## src/rtl/calc_key_ctrl.sv

```systemverilog
// calc_key_ctrl: key sequencer between the PS/2 decoder and the calculator ALU.
// Builds two BCD operands plus an operator from ASCII key strobes and issues one
// req/ack transaction per calculation; latches and displays the result.
//
// Ports:
//   clk, rst              - clock, synchronous active-high reset
//   key_valid, key_code   - one-cycle ASCII key strobe
//   alu_req               - request, held until alu_ack
//   alu_a, alu_b, alu_op  - BCD operands and operator (00 add, 01 sub, 10 mul)
//   alu_ack, alu_result,
//   alu_err               - one-cycle acknowledge with result and error flag
//   disp_bcd, disp_err    - display value and error indicator
//   key_drop              - pulse when a key is discarded during a request
//
// Build option: CALC_CHAIN_EN - an operator key while a result is shown
// reuses that result as operand A.

module calc_key_ctrl #(
    parameter int DIGITS = 4
) (
    input  logic                  clk,
    input  logic                  rst,
    input  logic                  key_valid,
    input  logic [7:0]            key_code,
    output logic                  alu_req,
    output logic [4*DIGITS-1:0]   alu_a,
    output logic [4*DIGITS-1:0]   alu_b,
    output logic [1:0]            alu_op,
    input  logic                  alu_ack,
    input  logic [4*DIGITS-1:0]   alu_result,
    input  logic                  alu_err,
    output logic [4*DIGITS-1:0]   disp_bcd,
    output logic                  disp_err,
    output logic                  key_drop
);

    localparam int W  = 4 * DIGITS;
    localparam int CW = $clog2(DIGITS + 1);
    localparam logic [CW-1:0] CNT_MAX = CW'(DIGITS);

    typedef enum logic [1:0] {
        S_A    = 2'd0,
        S_B    = 2'd1,
        S_REQ  = 2'd2,
        S_SHOW = 2'd3
    } state_e;

    state_e         state_q, state_d;
    logic [W-1:0]   a_q, a_d;
    logic [W-1:0]   b_q, b_d;
    logic [W-1:0]   r_q, r_d;
    logic [CW-1:0]  cnt_q, cnt_d;
    logic [1:0]     op_q, op_d;
    logic           err_q, err_d;
    logic           req_q, req_d;
    logic           drop_q, drop_d;
    logic [W-1:0]   disp_q, disp_d;

    // ------------------------------------------------------------------
    // Key classification
    // ------------------------------------------------------------------
    logic       k_dig;
    logic       k_ent;
    logic       k_op;
    logic       k_bs;
    logic       k_clr;
    logic [3:0] k_val;
    logic [1:0] k_opc;

    always_comb begin
        k_dig = key_valid && (key_code >= 8'h30) && (key_code <= 8'h39);
        k_ent = key_valid && (key_code == 8'h0a);
        k_bs  = key_valid && (key_code == 8'h08);
        k_clr = key_valid && (key_code == 8'h1b);
        k_op  = key_valid && ((key_code == 8'h2b) ||
                              (key_code == 8'h2d) ||
                              (key_code == 8'h2a));
        k_val = key_code[3:0];
        k_opc = 2'b00;
        if (key_code == 8'h2d) begin
            k_opc = 2'b01;
        end else if (key_code == 8'h2a) begin
            k_opc = 2'b10;
        end
    end

    // ------------------------------------------------------------------
    // Operand edit: result of applying a digit or backspace to the
    // operand currently being entered.
    // ------------------------------------------------------------------
    logic [W-1:0]   cur;
    logic [W-1:0]   ed_val;
    logic [CW-1:0]  ed_cnt;
    logic [W+3:0]   shl;

    always_comb begin
        cur    = (state_q == S_B) ? b_q : a_q;
        shl    = {cur, k_val};
        ed_val = cur;
        ed_cnt = cnt_q;
        if (k_dig) begin
            // Full operand drops the digit; a leading zero is not counted.
            if ((cnt_q != CNT_MAX) && !((cnt_q == '0) && (k_val == 4'd0))) begin
                ed_val = shl[W-1:0];
                ed_cnt = cnt_q + CW'(1);
            end
        end else if (k_bs) begin
            if (cnt_q != '0) begin
                ed_val = cur >> 4;
                ed_cnt = cnt_q - CW'(1);
            end
        end
    end

    // ------------------------------------------------------------------
    // Next-state logic
    // ------------------------------------------------------------------
    always_comb begin
        state_d = state_q;
        a_d     = a_q;
        b_d     = b_q;
        r_d     = r_q;
        cnt_d   = cnt_q;
        op_d    = op_q;
        err_d   = err_q;
        drop_d  = 1'b0;

        unique case (state_q)
            S_A, S_B: begin
                unique case (1'b1)
                    k_clr: begin
                        a_d     = '0;
                        b_d     = '0;
                        r_d     = '0;
                        cnt_d   = '0;
                        op_d    = 2'b00;
                        err_d   = 1'b0;
                        state_d = S_A;
                    end
                    k_dig, k_bs: begin
                        cnt_d = ed_cnt;
                        if (state_q == S_A) begin
                            a_d = ed_val;
                        end else begin
                            b_d = ed_val;
                        end
                    end
                    k_op: begin
                        op_d = k_opc;
                        if (state_q == S_A) begin
                            b_d     = '0;
                            cnt_d   = '0;
                            state_d = S_B;
                        end
                    end
                    k_ent: begin
                        if (state_q == S_B) begin
                            state_d = S_REQ;
                        end
                    end
                    default: begin
                    end
                endcase
            end

            S_REQ: begin
                // The handshake always completes; every key here is lost.
                drop_d = key_valid;
                if (alu_ack) begin
                    r_d     = alu_result;
                    err_d   = alu_err;
                    state_d = S_SHOW;
                end
            end

            S_SHOW: begin
                unique case (1'b1)
                    k_clr: begin
                        a_d     = '0;
                        b_d     = '0;
                        r_d     = '0;
                        cnt_d   = '0;
                        op_d    = 2'b00;
                        err_d   = 1'b0;
                        state_d = S_A;
                    end
                    k_dig: begin
                        b_d     = '0;
                        r_d     = '0;
                        err_d   = 1'b0;
                        a_d     = W'(k_val);
                        cnt_d   = (k_val == 4'd0) ? '0 : CW'(1);
                        state_d = S_A;
                    end
`ifdef CALC_CHAIN_EN
                    k_op: begin
                        if (!err_q) begin
                            a_d     = r_q;
                            b_d     = '0;
                            cnt_d   = '0;
                            op_d    = k_opc;
                            state_d = S_B;
                        end
                    end
`else
                    k_op: begin
                    end
`endif
                    default: begin
                    end
                endcase
            end

            default: begin
                state_d = S_A;
            end
        endcase

        req_d = (state_d == S_REQ);

        unique case (state_d)
            S_A:     disp_d = a_d;
            S_B:     disp_d = b_d;
            S_REQ:   disp_d = b_d;
            S_SHOW:  disp_d = r_d;
            default: disp_d = a_d;
        endcase
    end

    // ------------------------------------------------------------------
    // State registers
    // ------------------------------------------------------------------
    always_ff @(posedge clk) begin
        if (rst) begin
            state_q <= S_A;
            a_q     <= '0;
            b_q     <= '0;
            r_q     <= '0;
            cnt_q   <= '0;
            op_q    <= 2'b00;
            err_q   <= 1'b0;
            req_q   <= 1'b0;
            drop_q  <= 1'b0;
            disp_q  <= '0;
        end else begin
            state_q <= state_d;
            a_q     <= a_d;
            b_q     <= b_d;
            r_q     <= r_d;
            cnt_q   <= cnt_d;
            op_q    <= op_d;
            err_q   <= err_d;
            req_q   <= req_d;
            drop_q  <= drop_d;
            disp_q  <= disp_d;
        end
    end

    assign alu_req  = req_q;
    assign alu_a    = a_q;
    assign alu_b    = b_q;
    assign alu_op   = op_q;
    assign disp_bcd = disp_q;
    assign disp_err = err_q;
    assign key_drop = drop_q;

endmodule
```

## config.mk

```make
export PLATFORM = sky130hd
export DESIGN_NAME = calc_key_ctrl
export DESIGN_NICKNAME = d
export VERILOG_FILES = /design/src/rtl/calc_key_ctrl.sv
export SDC_FILE = /design/constraint.sdc
export NUM_CORES = 1
export LEC_CHECK = 0
export BUFFER_PORTS_ARGS = -buffer_cell sky130_fd_sc_hd__buf_2
export CORE_MARGIN = 2
export CORE_UTILIZATION = 46
export DETAILED_ROUTE_END_ITERATION = 8
export PLACE_DENSITY = 0.79
export REMOVE_ABC_BUFFERS = 1
export SYNTH_ARGS = -nofsm -noshare
export SYNTH_HDL_FRONTEND = slang
export SYNTH_SLANG_ARGS = --single-unit
```

## constraint.sdc

```tcl
create_clock -name clk -period 4.84 [get_ports clk]
set_input_delay 0.968 -clock clk [delete_from_list [all_inputs] [get_ports clk]]
set_output_delay 0.968 -clock clk [all_outputs]
set_load 0.02 [all_outputs]
```

; ---- After elaboration in Yosys (flattened, before gate mapping)
; Cells that the tools add are included.
[totals]
register_bits = 74
out_inout_bits = 53
[op_classes]
n_addsub = 2
magnitude_cmp = 2
eq_ne = 24
n_mux = 43
n_bitwise = 1
reduce_logical = 25
[op_table]
columns = operator, count
row1 = two-way mux 16 bit, 12
row2 = one-hot mux 16 bit (3 select lines), 3
row3 = one-hot mux 16 bit (2 select lines), 4
row4 = == test 8 x 6 -> 1 bit (second input constant), 3
row5 = == test 8 x 4 -> 1 bit (second input constant), 2
row6 = two-way mux 3 bit, 5
row7 = two-way mux 2 bit, 7
row8 = != test 3 bit (second input constant), 4
row9 = != test 4 bit (second input constant), 3
row10 = one-hot mux 2 bit (3 select lines), 2
row11 = one-hot mux 3 bit (2 select lines), 2
row12 = OR reduction 2 bit, 5
row13 = one-hot mux 3 bit (3 select lines), 1
row14 = == test 2 bit (second input constant), 4
row15 = == test 8 x 5 -> 1 bit (second input constant), 1
row16 = >= comparator 8 x 6 -> 1 bit (second input constant), 1
row17 = <= comparator 8 x 6 -> 1 bit (second input constant), 1
row18 = logical AND 1 bit, 8
row19 = != test 2 bit (second input constant), 4
row20 = one-hot mux 2 bit (2 select lines), 2
row21 = AND reduction 7 bit, 1
row22 = AND reduction 3 bit, 2
row23 = == test 2 x 1 -> 1 bit (second input constant), 2
row24 = zero test 2 bit, 2
row25 = other kinds (12), 16

; ---- Logic depth before layout (Yosys ltp)
; Gate-level depths: netlist (run 1).
[depth]
ltp_word = 10
depth_mapped = 18
mapped_depth_nobuf = 13

; ---- Worst setup path after synthesis (run 1)
; No wires, ideal clock.
[synth_timing]
path_type = input-to-reg
startpoint = in key_code[7]
endpoint = reg disp_q[5], in the netlist disp_bcd[5]
setup_time_ps = 72
arrival_ps = 3776
path_slack_ps = 992
stages = 14
n_path_buf = 3
path_cell_list = or4b_1 > buf_2 > or3_1 > buf_2 > nand3_1 > nand3_1 > o21ai_0 > inv_1 > ha_1 > inv_1 > a31oi_1 > buf_2 > a22oi_1 > a2bb2oi_1
[synth_between]
elab_chain_len = 9
[synth_lines]
columns = item, line
row1 = "start, declared", 24  ; input logic [7:0] key_code,
row2 = >= comparator 8 x 6 -> 1 bit (tied with other cells), 71  ; k_dig = key_valid && (key_code >= 8'h30) && (key_code <= 8'h39);
row3 = logical AND 1 bit / logical OR 1 bit (equally long branches), "71, 75"
row4 = logical AND 1 bit / logical OR 1 bit (equally long branches), "71, 76"
row5 = OR reduction 2 bit (no source line) / logical AND 1 bit (equally long branches), n/a
row6 = two-way mux 2 bit / one-hot mux 2 bit (3 select lines) (equally long branches), "177, 130"
row7 = one-hot mux 2 bit (3 select lines) (*), 128  ; unique case (state_q)
row8 = named net state_d[0], 48  ; state_e state_q, state_d;
row9 = == test 2 bit / == test 2 x 1 -> 1 bit (equally long branches), 221  ; unique case (state_d)
row10 = OR reduction 2 bit (no source line), n/a
row11 = one-hot mux 16 bit (3 select lines) (*), 221
row12 = "end signal, assigned", 255  ; disp_q <= disp_d;
row13 = "end, declared", 57  ; logic [W-1:0] disp_q, disp_d;
; Mark *: on every way through the listed nets, which the timed path passes. The rest lies on a longest branch.
; A chain may end at the register's enable or synchronous reset.

; ---- Worst setup path in the final report (run 1)
[layout_timing]
startpoint = in key_code[7]
endpoint = reg disp_q[1], in the netlist disp_bcd[1]
; The elaborated chain is that of the path after synthesis.

==> out/metrics.cfg, run 1 <==
[setup_path]
critPathLaunchType = primary input
reg2regPathDepth = 10
cp_max_fo = 15
r2r_end = disp_bcd[2]
r2r_setup_slack_ns = 1.23
crit_arrival_ns = 4.54
rr_startpoint = state_q[0]
endpoint_kind = register
critPathLaunch = key_code[7]
path_class = primary input to register
crit_required_ns = 5.10

[synth]
syn_area_per_cell_sq_um = 8.977
synth_cell_types = 61
synth.area.top_cells = dfxtp_1, a22oi_1, mux2i_1
synth_edf_count = 0
yosysSeqAreaShare_pct = 36.03
yosys.area.top_type = dfxtp_1
netlist_instances = 458
ys_ff_latch = 74
synthFlopType = dfxtp_1
syn_area_sq_um = 4111
synth-async-reset-ratio_pct = 0
synth_top_area_share_pct = 36.03
synth_warnings = 0

[clock_tree]
clk_latency_ns = 0.35
post-cts-setup-buffers = 0
cts_root_buf = clkbuf_8
cts_made_buffers = 9
clk_pin_slew_ns = 0.08
clock_path_buffers = 2
cts_tree = done
htree_levels = 3
cts_sinks = 74
ctsHoldBuffers = 0
ctsResizeCount = 0

[route]
drtPass1Iterations = 5
first_iter_violations = 395
via_count = 4138
drt-wirelength-per-cell_um = 19.91
wl_mm = 12.63
viasPerCell = 6.527
route.detailed.drc = 0
ant_nets = 0

[timing]
max_slew_margin_pct = 20.57
timing.final.crit_share_pct = 88.53
finalHoldViolCount = 0
skew_ns = 0.008509
setup-violations-final = 0
layout_min_cycle_time_ns = 4.285
fmax_ghz = 0.2334
tightest_slew_ns = 1.187
setup_tns_ns = 0
maxSlewViolCount = 0
rsz0062_at_grt = no

[die]
die_y_um = 98.54
coreArea_sq_um = 8678
die_x_um = 98.54
ios = 82
rows = 34
die_area_sq_um = 9710
start_util_pct = 47.38

[worst_hold_path]
min_path_cells = 2
hold_path.class = register to register
hp-start = disp_err
hold_end = disp_err

[placement]
hpwlAfterDp_mm = 8.706
gp_congestion = 0.9555
dp.cells = 619
portBuffers = 81

[final_layout]
final_common_cell = buf_2
multi_input_area_sq_um = 2406
fillers = 794
fin_cells = 634
drive_gt1_share_pct = 25.86
insertedDiodeCount = 0
synthToLayoutAreaGrowth_pct = 16.04
register_area_sq_um = 1481
mostFrequentLayoutCells = buf_2, dfxtp_1, nor2_1
finalNetCount = 555

[grt]
gr-total-overflow = 0
grt_max_degree = 35
grt_pass1_wl_mm = 20.69
grt_usage_pct = 26.20
grt_pass1_vias = 4024
antenna_found_initial = 0

[run]
cap_violations = 0

[power]
p_leak_nw = 1.980
cellPowerDensity_nw_per_um2 = 241.4
ir_worst_vdd_mv = 0.1269

[status]
status = complete, no violations

[sequential cells by signal (all words and copies together), names as in the netlist]
register,count
r_q,16
alu_b,16
key_drop,1
cnt_q,3
state_q,2
disp_bcd,16
alu_a,16
alu_req,1
disp_err,1
alu_op,2
[kinds of logic after synthesis]
family,synth area share [%]
flops,36.03
fa+ha+maj,1.400
xor+xnor,0.4261
mux,13.15
simple gates,15.34
compound gates,28.21
buf+inv,5.447
[cell type report]
class / instances / area share, %
clock buffers: 11 / 2.964
clock inverters: 4 / 1.075
multi-input cells: 330 / 50.43
repair buffers: 95 / 10.70
flip-flops and latches: 74 / 31.05
inverters: 12 / 0.9441
well taps: 108 / 2.832
[worst max path at each step]
| stage | endpoint | slack [ns] | depth (start not counted) |
|---|---|---|---|
| after global placement | disp_bcd[1] | 0.26 | 12 |
| final | disp_bcd[1] | 0.55 | 12 |
| after CTS | disp_bcd[1] | 0.54 | 12 |
| after detailed placement | disp_bcd[1] | 0.19 | 12 |
| after global routing | disp_bcd[1] | 0.41 | 12 |
| after floorplan | disp_bcd[0] | 0.46 | 12 |
[power by group]
| group | leakage, nW | internal [mW] | switching (mW) |
|---|---|---|---|
| Sequential | 0.596 | 0.610 | 0.00116 |
| Clock | 0.0958 | 0.250 | 0.224 |
| Combinational | 1.29 | 0.0232 | 0.0426 |
| Total | 1.98 | 0.884 | 0.268 |
[routing by layer]
metal	track usage, %	wire (um)
met1	35.99	5405
met2	40.55	5655
met3	6.170	1257
met4	9.168	307
met5	0	0
[stage by stage]
stage	setup WS (ns)	util, %	cell area [sq um]	hold slack (ns)	power [mW]
3_5_place_dp	0.1948	52.75	4578	0.4470	0.6896
2_1_floorplan	0.4623	-	3933	0.4307	0.6523
3_3_place_gp	0.2596	52.75	4578	0.4373	0.6884
4_1_cts	0.5434	54.97	4771	0.4572	1.157
5_1_grt	0.4070	54.97	4771	0.4883	1.194
6_report	0.5549	54.97	4771	0.4558	1.152
[critical path, stage by stage]
cell and delay, ns:
buf_2 0.11, or4b_1 0.68, or3_1 0.44, nand3_1 0.17
nand3_1 0.09, o21ai_0 0.21, inv_1 0.10, ha_1 0.28
inv_1 0.07, nor2_1 0.90, a221oi_1 0.19, a311oi_1 0.32
[synthesized netlist by cell type (4+ instances only)]
| library cell | count |
|---|---|
| clkbuf_1 | 25 |
| o211ai_1 | 4 |
| nor2b_1 | 4 |
| a221oi_1 | 19 |
| buf_2 | 14 |
| or3_1 | 5 |
| mux2_2 | 16 |
| dfxtp_1 | 74 |
| o22ai_1 | 4 |
| o21ai_0 | 7 |
| nand2_1 | 20 |
| a31oi_1 | 5 |
| nand4_1 | 4 |
| a21oi_1 | 8 |
| nand3_1 | 10 |
| mux2i_1 | 36 |
| a22o_1 | 13 |
| inv_1 | 11 |
| a2bb2oi_1 | 14 |
| o21ai_1 | 4 |
| a22oi_1 | 50 |
| nor2_1 | 52 |
Note: power is estimated with default switching activity, not from simulation.
==> inputs of run 2 (changes only) <==
==> constraint.sdc (replaced) <==
create_clock -name clk -period 4.84 [get_ports clk]
set_input_delay 0.242 -clock clk [delete_from_list [all_inputs] [get_ports clk]]
set_output_delay 0.242 -clock clk [all_outputs]
set_load 0.02 [all_outputs]
==> out/metrics.cfg, run 2 (synthesis gave the netlist of run 1 again) <==
[setup_path]
crit_path_end = disp_bcd[1]
critPathLaunch = key_code[7]
path_delay_family = simple AND/OR/NAND/NOR gates
path_class = primary input to register
critPathSlowestCell = or4b_1
crit_arrival_ns = 3.87
critPathLaunchType = primary input
rr_startpoint = state_q[0]
cp.depth = 13
r2r_setup_slack_ns = 1.28
cp_max_fo = 11
crit_required_ns = 5.09
endpoint_kind = register
r2r_end = disp_bcd[7]
cp_num_buf_inv = 4
cp_slowest_stage_delay_ns = 0.68
reg2regPathDepth = 7
crit_chain = buf_2 > or4b_1 > or3_1 > nand3_1 > nand3_1 > o21ai_0 > inv_1 > ha_1 > inv_1 > a31oi_1 > buf_4 > nand2_1 > a311oi_1

[grt]
gr-total-overflow = 0
antenna_found_initial = 0
grt_usage_pct = 25.78
grt_max_degree = 55
grt_pass1_wl_mm = 20.33
grt_pass1_vias = 4009

[route]
wl_met3_mm = 1.195
drt-wirelength-per-cell_um = 20.08
route.detailed.drc = 0
via_count = 4182
maxUsedRoutingLayer = met4
wl_mm = 12.69
first_iter_violations = 626
wl_met2_mm = 5.762
ant_nets = 0
viasPerCell = 6.617
met1_length_mm = 5.454
drtPass1Iterations = 5

[die]
start_util_pct = 47.38
die_y_um = 98.54
die_x_um = 98.54
rows = 34
die_area_sq_um = 9710
ios = 82
coreArea_sq_um = 8678

[timing]
fmax_ghz = 0.2768
timing.final.crit_share_pct = 74.65
max_slew_margin_pct = 29.36
setup_tns_ns = 0
rsz0062_at_grt = no
holdWs_ns = 0.1616
maxSlewViolCount = 0
setup-violations-final = 0
tightest_slew_ns = 1.052
layout_min_cycle_time_ns = 3.613
finalHoldViolCount = 0
skew_ns = 0.01052

[final_layout]
fin_cells = 632
mostFrequentLayoutCells = buf_2, dfxtp_1, nor2_1
fillers = 793
finalNetCount = 552
synthToLayoutAreaGrowth_pct = 15.55
insertedDiodeCount = 0
drive_gt1_share_pct = 25.57
register_area_sq_um = 1481
multi_input_area_sq_um = 2406
final_common_cell = buf_2

[power]
ir_worst_vdd_mv = 0.1277
cellPowerDensity_nw_per_um2 = 244.2
finalPower_mw = 1.160
p_leak_nw = 1.963

[clock_tree]
cts_root_buf = clkbuf_8
cts_tree = done
clk_pin_slew_ns = 0.08
post-cts-setup-buffers = 0
ctsHoldBuffers = 0
htree_levels = 3
ctsResizeCount = 0
clk_latency_ns = 0.35
cts_sinks = 74
clock_path_buffers = 2
cts_made_buffers = 9

[worst_hold_path]
hold_path.class = primary input to register

[placement]
portBuffers = 81
gp_congestion = 0.9021
dp.cells = 616
hpwlAfterDp_mm = 8.619

[run]
cap_violations = 0

[status]
status = complete, no violations

[run 2: cell count changes in the layout (fill, tap and decap cells not counted), sizes merged]
cell,previous run,this run
clkinvlp,1,2
clkbuf,11,10
buf,95,92
clkinv,1,3
inv,13,12
[run 2: layout make-up]
class,count,share of cell area [%]
Clock buffer,10,2.686
Inverter,12,0.9481
Tap cell,108,2.844
Multi-Input combinational cell,330,50.65
Timing Repair Buffer,92,10.27
Clock inverter,6,1.422
Sequential cell,74,31.18
[run 2: metrics by stage]
step / setup slack [ns] / cell area [sq um] / util (%)
detailed placement: 0.9267 / 4556 / 52.49
global placement: 1.115 / 4556 / 52.49
finish: 1.227 / 4751 / 54.74
global route: 0.9628 / 4751 / 54.74
CTS: 1.286 / 4751 / 54.74
floorplan: 1.188 / 3933 / -
[run 2: power by group]
| part | internal (mW) | switching (mW) |
|---|---|---|
| clock network | 0.239 | 0.243 |
| logic | 0.0230 | 0.0445 |
| registers | 0.610 | 0.00104 |
| total | 0.872 | 0.288 |
[run 2: worst register-to-register path: cells and delay by family, from the launching register on]
kind,cells,cell delay (ns)
compound gates,3,0.57
fa+ha+maj,1,0.54
flops,1,0.77
simple gates,3,1.60
[run 2: how the worst min path moves through the flow]
stage / from / to / depth (start not counted)
floorplan: rst / cnt_q[0] / 1
global placement: disp_err / disp_err / 2
detailed placement: disp_err / disp_err / 2
CTS: alu_result[13] / r_q[13] / 3
global route: alu_result[0] / r_q[0] / 3
finish: alu_result[13] / r_q[13] / 3
[run 2: per-layer routing]
metal	up-vias	track usage, %
met1	1988	35.78
met5	-	0
met2	274	39.46
li1	1889	-
met3	31	4.610
met4	0	11.17
